[config.mk]
export PLATFORM = sky130hd
export DESIGN_NAME = ex_iter_unit
export DESIGN_NICKNAME = d
export VERILOG_FILES = /design/src/rtl/ex_iter_pkg.sv /design/src/rtl/ex_iter_unit_shift_step.sv /design/src/rtl/ex_iter_unit.sv
export SDC_FILE = /design/constraint.sdc
export NUM_CORES = 1
export LEC_CHECK = 0
export ABC_AREA = 1
export CAP_MARGIN = 30
export CORE_UTILIZATION = 65
export DETAILED_ROUTE_END_ITERATION = 8
export DONT_BUFFER_PORTS = 1
export PLACE_DENSITY_LB_ADDON = 0.12
export SKIP_LAST_GASP = 1
export SLEW_MARGIN = 0
export SYNTH_ARGS = -nofsm -noshare
export SYNTH_HDL_FRONTEND = slang
export SYNTH_HIERARCHICAL = 1
export SYNTH_SLANG_ARGS = --single-unit
export TNS_END_PERCENT = 1
[constraint.sdc]
create_clock -name i_clk -period 5.5 [get_ports i_clk]
set_clock_uncertainty 0.1 [all_clocks]
set_input_delay 1.1 -clock i_clk [delete_from_list [all_inputs] [get_ports i_clk]]
set_output_delay 1.1 -clock i_clk [all_outputs]
set_load 0.01 [all_outputs]
[src/rtl/ex_iter_pkg.sv]
// Shared execute-stage definitions: opcode classes/ops, bus types, constants
// and the iterative-unit FSM encoding.
package ex_iter_pkg;

    localparam int WORD_WIDTH = 32;

    typedef logic [7:0]            ex_op_bus_t;
    typedef logic [WORD_WIDTH-1:0] word_bus_t;
    typedef logic [4:0]            reg_addr_bus_t;

    localparam logic [2:0] EX_HIGH_SPECIAL = 3'd0;
    localparam logic [2:0] EX_HIGH_LOGIC   = 3'd1;

    localparam logic [4:0] EX_LOGIC_AND        = 5'd0;
    localparam logic [4:0] EX_LOGIC_OR         = 5'd1;
    localparam logic [4:0] EX_LOGIC_XOR        = 5'd2;
    localparam logic [4:0] EX_LOGIC_NOR        = 5'd3;
    localparam logic [4:0] EX_LOGIC_SHLEFT     = 5'd4;
    localparam logic [4:0] EX_LOGIC_SHRIGHTLOG = 5'd5;
    localparam logic [4:0] EX_LOGIC_SHRIGHTARI = 5'd6;
    localparam logic [4:0] EX_LOGIC_LUI        = 5'd7;
    localparam logic [4:0] EX_SPECIAL_NOP      = 5'd0;

    localparam word_bus_t     ZERO_WORD = 32'h0000_0000;
    localparam reg_addr_bus_t REG_ZERO  = 5'd0;
    localparam logic          ENABLE    = 1'b1;
    localparam logic          DISABLE   = 1'b0;

    typedef enum logic [1:0] {
        SH_LEFT      = 2'd0,
        SH_RIGHT_LOG = 2'd1,
        SH_RIGHT_ARI = 2'd2,
        SH_NONE      = 2'd3
    } shift_op_t;

    typedef enum logic {
        EXI_IDLE  = 1'b0,
        EXI_SHIFT = 1'b1
    } exi_state_t;

    // Maps a LOGIC-class op code onto the shifter's direction/kind select.
    function automatic shift_op_t to_shift_op(input logic [4:0] op);
        shift_op_t res;
        case (op)
            EX_LOGIC_SHLEFT:     res = SH_LEFT;
            EX_LOGIC_SHRIGHTLOG: res = SH_RIGHT_LOG;
            EX_LOGIC_SHRIGHTARI: res = SH_RIGHT_ARI;
            default:             res = SH_NONE;
        endcase
        return res;
    endfunction

endpackage

[src/rtl/ex_iter_unit_shift_step.sv]
// One iteration of the shifter: moves acc by k bits in the selected direction.
module ex_shift_step
    import ex_iter_pkg::*;
#(
    parameter int WORD_WIDTH = 32
) (
    input  logic [WORD_WIDTH-1:0] acc,
    input  logic [4:0]            k,
    input  shift_op_t             op,
    output logic [WORD_WIDTH-1:0] shifted
);

    // Select the shift kind; arithmetic right replicates acc's top bit.
    always_comb begin
        case (op)
            SH_LEFT:      shifted = acc << k;
            SH_RIGHT_LOG: shifted = acc >> k;
            SH_RIGHT_ARI: shifted = $unsigned($signed(acc) >>> k);
            default:      shifted = acc;
        endcase
    end

endmodule

[src/rtl/ex_iter_unit.sv]
// Execute-side unit: single-cycle logic/LUI, multi-cycle iterative shifts with
// back-pressure, registered write-back triple.
module ex_iter_unit
    import ex_iter_pkg::*;
#(
    parameter int WORD_WIDTH = 32,
    parameter int SHIFT_STEP = 1
) (
    input  logic                  i_clk,
    input  logic                  i_rst_n,
    input  logic                  i_flush,
    input  logic                  i_valid,
    output logic                  o_ready,
    input  logic [7:0]            i_exop,
    input  logic [4:0]            i_dest,
    input  logic [WORD_WIDTH-1:0] i_srcLeft,
    input  logic [WORD_WIDTH-1:0] i_srcRight,
    output logic                  o_wbValid,
    output logic [4:0]            o_wbDest,
    output logic [WORD_WIDTH-1:0] o_wbData
);

    localparam logic [5:0] STEP_W = 6'(SHIFT_STEP);
    localparam logic [4:0] STEP_K = 5'(SHIFT_STEP);

    exi_state_t            state_r, state_s;
    logic [4:0]            cnt_r, cnt_s;
    logic [WORD_WIDTH-1:0] acc_r, acc_s;
    shift_op_t             sh_op_r, sh_op_s;
    logic [4:0]            dest_r, dest_s;
    logic                  ready_r, ready_s;
    logic                  wb_valid_r, wb_valid_s;
    logic [4:0]            wb_dest_r, wb_dest_s;
    logic [WORD_WIDTH-1:0] wb_data_r, wb_data_s;
    logic [4:0]            k_s;
    logic [WORD_WIDTH-1:0] shifted_s;
    logic [2:0]            cls_s;
    logic [4:0]            op_s;

    assign cls_s = i_exop[7:5];
    assign op_s  = i_exop[4:0];

    // Per-cycle step size: the full step unless fewer bits remain.
    always_comb begin
        if ({1'b0, cnt_r} < STEP_W) begin
            k_s = cnt_r;
        end else begin
            k_s = STEP_K;
        end
    end

    ex_shift_step #(.WORD_WIDTH(WORD_WIDTH)) u_step (
        .acc     (acc_r),
        .k       (k_s),
        .op      (sh_op_r),
        .shifted (shifted_s)
    );

    // Next-state, datapath and write-back decisions; flush overrides everything.
    always_comb begin
        state_s    = state_r;
        cnt_s      = cnt_r;
        acc_s      = acc_r;
        sh_op_s    = sh_op_r;
        dest_s     = dest_r;
        wb_valid_s = DISABLE;
        wb_dest_s  = wb_dest_r;
        wb_data_s  = wb_data_r;
        if (i_flush) begin
            state_s = EXI_IDLE;
            cnt_s   = 5'd0;
        end else begin
            case (state_r)
                EXI_IDLE: begin
                    if (i_valid && (cls_s == EX_HIGH_LOGIC)) begin
                        case (op_s)
                            EX_LOGIC_AND, EX_LOGIC_OR, EX_LOGIC_XOR,
                            EX_LOGIC_NOR, EX_LOGIC_LUI: begin
                                case (op_s)
                                    EX_LOGIC_AND: wb_data_s = i_srcLeft & i_srcRight;
                                    EX_LOGIC_OR:  wb_data_s = i_srcLeft | i_srcRight;
                                    EX_LOGIC_XOR: wb_data_s = i_srcLeft ^ i_srcRight;
                                    EX_LOGIC_NOR: wb_data_s = ~(i_srcLeft | i_srcRight);
                                    default:      wb_data_s = {i_srcRight[15:0], {(WORD_WIDTH-16){1'b0}}};
                                endcase
                                wb_dest_s  = i_dest;
                                wb_valid_s = (i_dest != REG_ZERO);
                            end
                            EX_LOGIC_SHLEFT, EX_LOGIC_SHRIGHTLOG, EX_LOGIC_SHRIGHTARI: begin
                                if (i_srcLeft[4:0] == 5'd0) begin
                                    wb_data_s  = i_srcRight;
                                    wb_dest_s  = i_dest;
                                    wb_valid_s = (i_dest != REG_ZERO);
                                end else begin
                                    acc_s   = i_srcRight;
                                    cnt_s   = i_srcLeft[4:0];
                                    sh_op_s = to_shift_op(op_s);
                                    dest_s  = i_dest;
                                    state_s = EXI_SHIFT;
                                end
                            end
                            default: begin
                                state_s = EXI_IDLE;
                            end
                        endcase
                    end else begin
                        state_s = EXI_IDLE;
                    end
                end
                EXI_SHIFT: begin
                    acc_s = shifted_s;
                    cnt_s = cnt_r - k_s;
                    if (cnt_r == k_s) begin
                        wb_data_s  = shifted_s;
                        wb_dest_s  = dest_r;
                        wb_valid_s = (dest_r != REG_ZERO);
                        state_s    = EXI_IDLE;
                    end else begin
                        state_s = EXI_SHIFT;
                    end
                end
                default: begin
                    state_s = EXI_IDLE;
                    cnt_s   = 5'd0;
                end
            endcase
        end
        ready_s = (state_s == EXI_IDLE);
    end

    // State and output registers with asynchronous clear.
    always_ff @(posedge i_clk or negedge i_rst_n) begin
        if (!i_rst_n) begin
            state_r    <= EXI_IDLE;
            cnt_r      <= 5'd0;
            acc_r      <= ZERO_WORD;
            sh_op_r    <= SH_NONE;
            dest_r     <= REG_ZERO;
            ready_r    <= ENABLE;
            wb_valid_r <= DISABLE;
            wb_dest_r  <= REG_ZERO;
            wb_data_r  <= ZERO_WORD;
        end else begin
            state_r    <= state_s;
            cnt_r      <= cnt_s;
            acc_r      <= acc_s;
            sh_op_r    <= sh_op_s;
            dest_r     <= dest_s;
            ready_r    <= ready_s;
            wb_valid_r <= wb_valid_s;
            wb_dest_r  <= wb_dest_s;
            wb_data_r  <= wb_data_s;
        end
    end

    assign o_ready   = ready_r;
    assign o_wbValid = wb_valid_r;
    assign o_wbDest  = wb_dest_r;
    assign o_wbData  = wb_data_r;

endmodule

**Word-level counts from Yosys, hierarchy flattened**

Index checks and enable logic that the tools add are counted.

- Flip-flop bits (word level): 84
- Input port bits: 81
- Output and inout bits: 39
- Word-level logic and storage cells: 89

- Add/subtract/negate cells: 1
- $lt $le $gt $ge: 1
- Equality and inequality tests: 20
- Shift-type cells: 3
- Mux-type cells: 35
- Bitwise operators: 8
- Reductions and logical operators: 12

Operators with widths:

| cell | number |
|---|---|
| $mux 32 | 6 |
| $pmux 32 s2 | 3 |
| $pmux 32 s4 | 1 |
| $pmux 32 s3 | 1 |
| $mux 5 | 8 |
| $and 32x32->32 | 1 |
| $not 32->32 | 1 |
| $or 32x32->32 | 1 |
| $shl 32x5->32 | 1 |
| $shr 32x5->32 | 1 |
| $sshr 32x5->32 | 1 |
| $xor 32x32->32 | 1 |
| $pmux 5 s2 | 3 |
| $eq 5x3->1 const B | 4 |
| $eq 5x2->1 const B | 2 |
| $logic_not 5->1 | 2 |
| $reduce_and 5->1 | 2 |
| $reduce_bool 5->1 | 2 |
| $mux 1 | 9 |
| $ne 3x3->1 const B | 3 |
| $pmux 1 s2 | 3 |
| $pmux 2 s3 | 1 |
| $eq 5x1->1 const B | 1 |
| $eq 5x5->1 | 1 |
| other kinds (16) | 21 |

**Depth between registers and ports, before layout**

- Depth after elaboration: 7
- Depth in mapped cells: 20
- Gate-level depth less buffers: 19

**Cells and area by module**

The synthesis kept the hierarchy.

Modules (own cells, without submodules):

| module | instances | cells each | area an instance (µm²) | seq. area each (µm²) |
|---|---|---|---|---|
| ex_iter_unit | 1 | 1087 | 7073.0 | 2105.8 |
| ex_shift_step | 1 | 850 | 3890.0 | 0.0 |

**Worst setup path before layout**

No wires, ideal clock.

- Path type: input -> register
- From: input i_exop[3]
- To: register wb_data_r[10], in the netlist o_wbData[10]
- Setup time: 0.077 ns
- Data arrival time: 2.065 ns
- Required time: 5.323 ns
- Path slack: 3.258 ns
- Stages: 9
- Buffers on the path: 2
- Cell sequence: nor2_1 -> buf_4 -> nand3_2 -> buf_2 -> nor2_1 -> nor2_1 -> nand2_1 -> nand2_1 -> a21oi_1

- Longest elaborated chain between the ends: 5
- Elaborated cells on any way between the ends: 17
- Those cells by class: eq/ne (9); mux (4); reduce/logical (4)

RTL lines:

| what | line | source |
|---|---|---|
| start, declared | ex_iter_unit.sv:14 | `input logic [7:0] i_exop,` |
| $eq 5x2->1, or another cell as far along | - |  |
| $pmux 32 s4, or another cell as far along | ex_iter_unit.sv:79 | `case (op_s)` |
| $pmux 32 s2 | ex_iter_unit.sv:76 | `case (op_s)` |
| $mux 32 | ex_iter_unit.sv:75 | `if (i_valid && (cls_s == EX_HIGH_LOGIC)) begin` |
| $pmux 32 s2 | ex_iter_unit.sv:73 | `case (state_r)` |
| end signal, assigned | ex_iter_unit.sv:152 | `wb_data_r <= wb_data_s;` |
| end, declared | ex_iter_unit.sv:34 | `logic [WORD_WIDTH-1:0] wb_data_r, wb_data_s;` |

Parallel ways exist; a longest one is shown, timed or not. The select of a mux whose other input is x is not followed.
A chain may end at the register's enable or synchronous reset.

**Worst setup path in the final report**

- From: register state_r
- To: register wb_data_r[23], in the netlist o_wbData[23]

- Longest elaborated chain between the ends: 3
- Elaborated cells on any way between the ends: 7
- Those cells by class: eq/ne (4); mux (1); bitwise (1); reduce/logical (1)

RTL lines:

| what | line | source |
|---|---|---|
| start, declared | ex_iter_unit.sv:26 | `exi_state_t state_r, state_s;` |
| start signal, assigned | ex_iter_unit.sv:144 | `state_r <= state_s;` |
| $not 1->1 (no source line) | - |  |
| $ne 3x1->1 (no source line), or another cell as far along | - |  |
| $reduce_and 5->1 (no source line) | - |  |

Parallel ways exist; a longest one is shown, timed or not.

==> run metrics <==
most frequent cells in the layout=510 x nand2_1, 339 x nand3_1, 235 x inv_1, 183 x nor2_1, 119 x o21ai_0; TritonCTS clock tree=built; Clock Latency Late Sink=350 ps; outcome=finished, final reports clean; Power per Cell Area=183 nW/um^2; Initial Utilization=66.3%; cell area after synthesis=11000 um^2; final hold violation count=0; HP Class=in2async; Synth Area in XOR/XNOR=0.0799%; Synth Instances=1937; Reg2Reg Depth=8; fin cells=2074; most common cell after layout, fill and taps aside=nand2_1; ys async rst share=100%; die height=132 um; share of layout cells above drive strength 1=3.83%; RSZ-0062 raised after global routing=false; Sink Count=84; Hold-fix buffers, CTS=0; flops & latches, synth=84; EDFF count, synth=0; maxcap violations=0; max frequency=0.299 GHz; post-synthesis mux area share=0%; vias post-DR=13172; Setup crit end kind=flip-flop; vias per std cell=6.35; Netlist cell types=41; Yosys warning total=6; global placement routability congestion=1.02; R2R Path Start=state_r; Longest Clk Path Bufs=2; Primary FF master, synth=dfrtp_1; Antenna diodes=0; fin crit period=3350 ps; # rows=47; Die W=132 um; 1st-iter DRT viols=1943; relative slew slack=39.8%; Crit Path Max Fanout=72; simple-gate share of the synthesized area=46.6%; Place WS=1930 ps; CTS H-tree depth=3; die area=17400 um^2; Critical Path RT=5670 ps; area grow syn2layout=0.764%; Tcrit/Tclk final=60.9%; Routed WL=38.7 mm; Resized Gates After CTS=0; Root Driver=clkbuf_16; area fraction in compound gates after synthesis=12.2%; total grt overflow=0; Slew Viols, Final=0; fillcell total=1699; setup TNS=0 ps; Adder-Cell Fraction of Synth Area=7.53%; CP arrival=3520 ps; mean post-synth cell area=5.66 um^2; CP max stage delay=850 ps; Critical Path, Cell by Cell=buf_4 -> inv_2 -> buf_4 -> nand3_2 -> nand3_2 -> inv_2 -> nor2_1 -> a21oi_1; maximum vdd drop=0.137 mV; setup bufs post-CTS=0; initial antenna violation count=0; hpwl dp=27.8 mm; cell with the largest stage delay on the worst path=inv_2; Nets=1996; WS Path Type=reg2reg; Avg WL per Cell=18.7 um; num ports=120; Final WS setup=2150 ps; IO Port Bufs=0; Antenna Nets Post-Route=0; largest net degree at the start of global routing=85; Slew @ Worst Pin=902 ps; Reg2Reg Setup Slack=2150 ps; global-route wire length before repair=60.8 mm; reg2reg end=o_wbData[23]; Pleak=0.00625 uW; vias in the first global route=11490; drc violations=0; GRT Total Usage=43.9%; clock slew at reported path FFs=70 ps; setup violators final=0; placed insts=2058; register area share after synthesis=19.2%; core area=16500 um^2; largest family of logic cells by synthesized area=simple AND/OR/NAND/NOR gates; DRT Pass-1 Iters=7; Inserted Clock Buffers=9; crit start category=flip-flop
[state kept, by name (all words and copies together) (netlist names)]
register / count
dest_r: 5
o_wbDest: 5
acc_r: 32
o_ready: 1
cnt_r: 5
o_wbData: 32
state_r: 1
o_wbValid: 1
sh_op_r: 2
[Yosys cell counts (5+ instances only)]
| cell | number | area share (%) |
|---|---|---|
| nand2_1 | 510 | 17 |
| nand3_1 | 339 | 15 |
| inv_1 | 235 | 8.0 |
| nor2_1 | 185 | 6.3 |
| o21ai_0 | 119 | 5.4 |
| nand4_1 | 88 | 5.0 |
| a21oi_1 | 86 | 3.9 |
| dfrtp_1 | 81 | 18 |
| ha_1 | 66 | 7.5 |
| buf_2 | 49 | 2.2 |
| clkbuf_1 | 40 | 1.4 |
| o21ai_1 | 25 | 1.1 |
| inv_2 | 15 | 0.51 |
| buf_1 | 11 | 0.38 |
| buf_4 | 10 | 0.68 |
| buf_6 | 9 | 0.92 |
| o211ai_1 | 9 | 0.62 |
| o22ai_1 | 9 | 0.51 |
| nor2_2 | 7 | 0.40 |
| a31oi_1 | 5 | 0.29 |
| nor3_1 | 5 | 0.23 |
[final cells by class]
type / instances / area, um^2 / area share [%]
Multi-Input combinational cell: 1491 / 7330 / 66.4
Clock inverter: 4 / 31.3 / 0.283
Sequential cell: 84 / 2110 / 19.1
Clock buffer: 12 / 256 / 2.32
Timing Repair Buffer: 11 / 95.1 / 0.861
Tap cell: 220 / 275 / 2.49
Inverter: 252 / 950 / 8.60
[critical path, delay by kind of cell, from the launching register on]
kind / cells / cell delay (ps)
buffers and inverters: 4 / 1700
and+or+nand+nor: 3 / 940
DFF: 1 / 320
AOI/OAI and AO/OA: 1 / 140
[stage by stage]
stage | cell area [um^2] | hold WS [ps] | total power (uW) | utilization (%)
after floorplan | 11000 | 376 | 1250 | -
after global placement | 10700 | 394 | 1360 | 65.0
after detailed placement | 10800 | 414 | 1370 | 65.1
after CTS | 11000 | 327 | 1970 | 66.9
after global routing | 11000 | 330 | 2120 | 66.9
final | 11000 | 337 | 2020 | 66.9
[how the worst max path moves through the flow]
| stage | cells past startpoint | from | endpoint |
|---|---|---|---|
| 6_report | 8 | state_r | o_wbData[23] |
| 4_1_cts | 7 | i_srcLeft[1] | o_wbData[23] |
| 3_5_place_dp | 7 | i_srcLeft[1] | o_wbData[16] |
| 2_1_floorplan | 9 | i_exop[3] | o_wbData[10] |
| 5_1_grt | 10 | cnt_r[2] | o_wbData[23] |
| 3_3_place_gp | 7 | i_srcLeft[1] | o_wbData[25] |
[cell families after synthesis]
logic type,count (synthesis)
fa+ha+maj,66
simple gates,1155
other cells,1
flops,84
buf+inv,373
xor+xnor,1
compound gates,257
[metal layers]
metal	vias up	GRT usage [%]	routed length (um)
li1	6143	-	-
met1	5894	60.6	15000
met2	968	65.1	16400
met3	167	8.84	5170
met4	0	22.0	2160
met5	-	0	0
[where the power goes]
group | internal [uW] | switching [uW] | leakage [uW]
Combinational | 191 | 427 | 0.00502
Clock | 333 | 262 | 0.000131
Sequential | 695 | 116 | 0.00110
Power figures use the tool's default switching activity.
